[src/rtl/stream_demux_1x2.sv]
// 1:2 packet demultiplexer: steers whole valid/ready packets to one of two
// outputs, each behind a one-entry registered stage.
//
// state | meaning
// IDLE  | next accepted beat is a first beat; destination taken from in_sel
// ROUTE | multi-beat packet in progress; destination locked in route_q
module stream_demux_1x2 #(
  parameter int WIDTH = 8
) (
  input  logic             clk,
  input  logic             rst_n,
  input  logic [WIDTH-1:0] in_data,
  input  logic             in_valid,
  input  logic             in_last,
  input  logic             in_sel,
  output logic             in_ready,
  output logic [WIDTH-1:0] out0_data,
  output logic             out0_valid,
  output logic             out0_last,
  input  logic             out0_ready,
  output logic [WIDTH-1:0] out1_data,
  output logic             out1_valid,
  output logic             out1_last,
  input  logic             out1_ready,
  output logic             busy
);

  typedef enum logic {IDLE, ROUTE} state_e;

  state_e           state_q, state_d;
  logic             route_q, route_d;
  logic [WIDTH-1:0] data0_q, data0_d, data1_q, data1_d;
  logic             valid0_q, valid0_d, valid1_q, valid1_d;
  logic             last0_q, last0_d, last1_q, last1_d;

  logic target, rdy0, rdy1, accept, load0, load1;

  // A stage can take a beat when empty or when it is being drained this cycle.
  always_comb begin
    target   = (state_q == ROUTE) ? route_q : in_sel;
    rdy0     = !valid0_q || out0_ready;
    rdy1     = !valid1_q || out1_ready;
    in_ready = target ? rdy1 : rdy0;
    accept   = in_valid && in_ready;
    load0    = accept && !target;
    load1    = accept && target;
  end

  always_comb begin
    valid0_d = valid0_q;
    data0_d  = data0_q;
    last0_d  = last0_q;
    if (load0) begin
      valid0_d = 1'b1;
      data0_d  = in_data;
      last0_d  = in_last;
    end else if (out0_ready) begin
      valid0_d = 1'b0;
    end

    valid1_d = valid1_q;
    data1_d  = data1_q;
    last1_d  = last1_q;
    if (load1) begin
      valid1_d = 1'b1;
      data1_d  = in_data;
      last1_d  = in_last;
    end else if (out1_ready) begin
      valid1_d = 1'b0;
    end
  end

  always_comb begin
    state_d = state_q;
    route_d = route_q;
    case (state_q)
      IDLE: begin
        if (accept && !in_last) begin
          state_d = ROUTE;
          route_d = in_sel;
        end
      end
      ROUTE: begin
        if (accept && in_last) state_d = IDLE;
      end
      default: state_d = IDLE;
    endcase
  end

  always_ff @(posedge clk or negedge rst_n) begin
    if (!rst_n) begin
      state_q  <= IDLE;
      route_q  <= 1'b0;
      valid0_q <= 1'b0;
      data0_q  <= '0;
      last0_q  <= 1'b0;
      valid1_q <= 1'b0;
      data1_q  <= '0;
      last1_q  <= 1'b0;
    end else begin
      state_q  <= state_d;
      route_q  <= route_d;
      valid0_q <= valid0_d;
      data0_q  <= data0_d;
      last0_q  <= last0_d;
      valid1_q <= valid1_d;
      data1_q  <= data1_d;
      last1_q  <= last1_d;
    end
  end

  assign out0_data  = data0_q;
  assign out0_valid = valid0_q;
  assign out0_last  = last0_q;
  assign out1_data  = data1_q;
  assign out1_valid = valid1_q;
  assign out1_last  = last1_q;
  assign busy       = (state_q == ROUTE);

endmodule
[config.mk]
export PLATFORM = sky130hd
export DESIGN_NAME = stream_demux_1x2
export DESIGN_NICKNAME = d
export VERILOG_FILES = /design/src/rtl/stream_demux_1x2.sv
export SDC_FILE = /design/constraint.sdc
export NUM_CORES = 1
export LEC_CHECK = 0
export CAP_MARGIN = 20
export CORE_MARGIN = 2
export CORE_UTILIZATION = 30
export CTS_CLUSTER_SIZE = 30
export DETAILED_ROUTE_END_ITERATION = 10
export GPL_TIMING_DRIVEN = 0
export PLACE_DENSITY_LB_ADDON = 0.2
export SYNTH_ARGS = -nofsm -noshare
export SYNTH_HDL_FRONTEND = slang
export SYNTH_SLANG_ARGS = --single-unit
[constraint.sdc]
create_clock -name clk -period 2.4 [get_ports clk]
set_input_delay 0.6 -clock clk [delete_from_list [all_inputs] [get_ports clk]]
set_output_delay 0.6 -clock clk [all_outputs]
set_load 0.005 [all_outputs]
# Word level (Yosys, flattened, before mapping)
# Cells that the tools add are included.
word_totals:
  output_inout_bits: 22
  regBits: 22
  word_cells: 32
  inputBits: 15
op_classes:
  bitwise: 1
  mux: 9
  n_reduce_logical: 14
op_table:
  columns: ["op", "n"]
  rows:
  - ["$mux 1", 8]
  - ["$logic_and 1x1->1", 5]
  - ["$logic_not 1->1", 4]
  - ["$reduce_bool 2->1", 2]
  - ["$logic_or 1x1->1", 2]
  - ["$pmux 1 s2", 1]
  - ["$reduce_and 2->1", 1]
  - ["$not 1->1", 1]

# Longest topological paths before layout
logic_depth:
  depth_word: 7
  depth_mapped: 5
  mapped_depth_nobuf: 4

# Worst setup path before layout
# No wires, ideal clock.
synth_timing:
  kind: "input-to-output"
  startpoint: "input in_sel"
  endpoint: "output in_ready"
  required_ns: 1.800
  path_buffers: 0
  t_arrival_ns: 1.195
  setup_slack_ns: 0.605
  stages: 2
  path_cell_list: "mux2i_1 mux2_2"
synth_between:
  elab_chain_len: 2
synth_rtl:
  columns: ["item", "line_no", "text"]
  rows:
  - ["from (decl)", "15", "input logic in_sel,"]
  - ["$mux 1", "40", "target = (state_q == ROUTE) ? route_q : in_sel;"]
  - ["$mux 1", "43", "in_ready = target ? rdy1 : rdy0;"]
  - ["to (decl)", "16", "output logic in_ready,"]
# Every way passes these cells.

# Worst setup path after layout
layout_timing:
  startpoint: "input out1_ready"
  endpoint: "output in_ready"
layout_between:
  elab_chain_len: 2
layout_rtl:
  columns: ["item", "line_no", "text"]
  rows:
  - ["from (decl)", "24", "input logic out1_ready,"]
  - ["$logic_or 1x1->1", "42", "rdy1 = !valid1_q || out1_ready;"]
  - ["$mux 1", "43", null]
# Every way passes these cells.

==> reports/qor.csv <==
stage;metric;value;unit
critical_path;Worst setup EP type;output pin;
routing;Initial DRT Pass Iterations;3;
yosys;mapped cell area;941;um2
global_route;total global-route track usage;11.5;%
floorplanning;Core Region;3030;um2
power_and_ir_drop;Max IR drop VDD;0.000423;V
routing;WL per Instance;13.1;um
routing;final wirelength;1820;um
power_and_ir_drop;pwr dens;1180;nW/um2
place;dpl cells;134;
sta;final hold violations;0;
hold_path;hold path cells;1;
clock_tree;clk buf depth;2;
yosys;Netlist cell types;14;
layout;Layout area overhead;49.1;%
yosys;mean post-synth cell area;17.4;um2
layout;# nets final;112;
sta;RSZ-0062 raised after global routing;false;
layout;Final Util;46.3;%
sta;period utilisation layout;97.6;%
clock_tree;Sink Count;22;
sta;worst slew pin tran;0.358;ns
yosys;share of the yosys chip area belonging to registers;58.5;%
yosys;FF+latch count, synth;22;
floorplanning;Starting Density;31.1;%
critical_path;Worst EP arrival;1.74;ns
sta;minimum clock period;2.34;ns
routing;via count;606;
sta;FMAX;427;MHz
global_route;number of global-route vias before repair;635;
layout;final cell count without fillers;139;
critical_path;Worst setup SP type;input port;
clock_tree;Inserted Clock Buffers;3;
place;pre-CTS setup slack;-0.324;ns
critical_path;crit path max fanout;3;
sta;Slew HR;76.1;%
layout;share of layout cells above drive strength 1;31.6;%
global_route;first-pass GRT wire length;3010;um
critical_path;WP data required;1.80;ns
routing;Post-DRT Antenna Nets;0;
floorplanning;# rows;20;
hold_path;worst min path class;flop to flop;
routing;vias per cell;4.36;
run;max-capacitance violation count;0;
floorplanning;I/O pin count;37;
critical_path;Worst Path Class, Setup;input port to output pin;
clock_tree;H-Tree Level Count;1;
global_route;GR Overflow Total;0;
sta;PnR worst setup slack;0.0587;ns
sta;Post-Route Skew;0.00370;ns
floorplanning;Die W;60.0;um
hold_path;HP Start;out0_data[2]$_DFFE_PN0P_;
clock_tree;CTS tree;done;
floorplanning;die height;60.0;um
yosys;Yosys warning count;0;
place;half-perimeter wire length after placement;1320;um
place;GP Congestion;0.678;
global_route;largest net degree at the start of global routing;23;
status;outcome;completed;
floorplanning;die area;3600;um2
critical_path;FF-to-FF path depth;5;
clock_tree;clk_lat worst skew;0.29;ns
layout;Ant. Diodes;0;
critical_path;CP startpoint;out1_ready;
routing;DRC;0;
yosys;Gate Count Post-Synth;54;
routing;Iteration-0 DRC Markers;3;
global_route;initial antenna violation count;0;
sta;Final setup viols;0;
sta;Slew Limit Fails;0;
power_and_ir_drop;Lkg Pwr;0.631;nW
yosys;syn_nets;69;
clock_tree;Root Driver;clkbuf_4;
clock_tree;clock slew at reported path FFs;0.11;ns
place;port bufs;36;
## cell usage in the layout (no fill, tap or decap), types with 2 or more instances in the layout
cell type / instances
clkdlybuf4s50_1: 34
dfrtp_1: 22
mux2_4: 14
mux2_2: 5
clkbuf_4: 3
nand2b_1: 2
buf_8: 2
nand2_1: 2
dlygate4sd2_1: 2
## state kept, by name, summed over array words and instances, names as in the netlist, named ones only
register    count
out0_data       8
out1_data       8
out0_last       1
out0_valid      1
out1_last       1
out1_valid      1
route_q         1
## worst paths after layout
path                                       endpoint  slack, ns
setup / recovery                           in_ready       0.06
hold / removal             out0_data[2]$_DFFE_PN0P_       0.52
setup reg to reg                route_q$_DFFE_PN0P_       0.74
hold reg to reg            out0_data[2]$_DFFE_PN0P_       0.52
max in group asynchronous       route_q$_DFFE_PN0P_       1.41
min in group asynchronous  out0_data[5]$_DFFE_PN0P_       0.57
## synth_stat cells (all sizes together)
master,n,area [um2]
dfrtp,22,551
mux2,20,278
a211oi,1,12.5
nand2,2,7.51
nand3,1,10.0
nand3b,1,20.0
a21oi,1,5.00
buf,2,26.3
mux2i,1,10.0
a31o,1,8.76
nand2b,2,12.5
## stage by stage
stage	power, mW	cell area, um2	hold WS [ns]	TNS [ns]
2_1_floorplan	1.04	941	0.304	0
3_3_place_gp	1.48	1360	0.467	-0.322
3_5_place_dp	1.50	1360	0.481	-0.324
4_1_cts	1.68	1390	0.524	0
5_1_grt	1.77	1400	0.534	0
6_report	1.65	1400	0.517	0
## cell type report
cell class	instances	area, um2
Clock buffer	3	22.5
Buffer	2	26.3
Fill cell	287	1630
Tap cell	44	55.1
Timing Repair Buffer	38	380
Sequential cell	22	551
Multi-Input combinational cell	30	368
## power by group
part / total, mW / internal (mW) / switching, mW
Combinational: 0.830 / 0.604 / 0.226
Clock: 0.159 / 0.0583 / 0.101
Sequential: 0.661 / 0.554 / 0.106
## kinds of logic after synthesis
kind of cell / count (synthesis) / share of synthesized area, %
muxes: 21 / 30.6
DFF: 22 / 58.5
buffers and inverters: 2 / 2.79
AOI/OAI and AO/OA: 3 / 2.79
and+or+nand+nor: 6 / 5.32
## repair_timing
item | CTS | global route
setup buffers | 1 | 0
hold buffers | 0 | 0
endpoints found under the setup margin | 1 | 0
resized for setup | 3 | 0
## critical path: stages
cell,delay (ns)
clkdlybuf4s50_1,0.39
nand2b_1,0.21
mux2_2,0.28
dlygate4sd2_1,0.26
## metal layers
metal	vias to the layer above	GRT usage, %	part of all wire [%]
li1	271	-	-
met1	311	15.7	46
met2	22	16.6	46
met3	2	3.03	7.7
met4	0	5.71	0.66
met5	-	0	0
(Power assumes the default switching activity.)
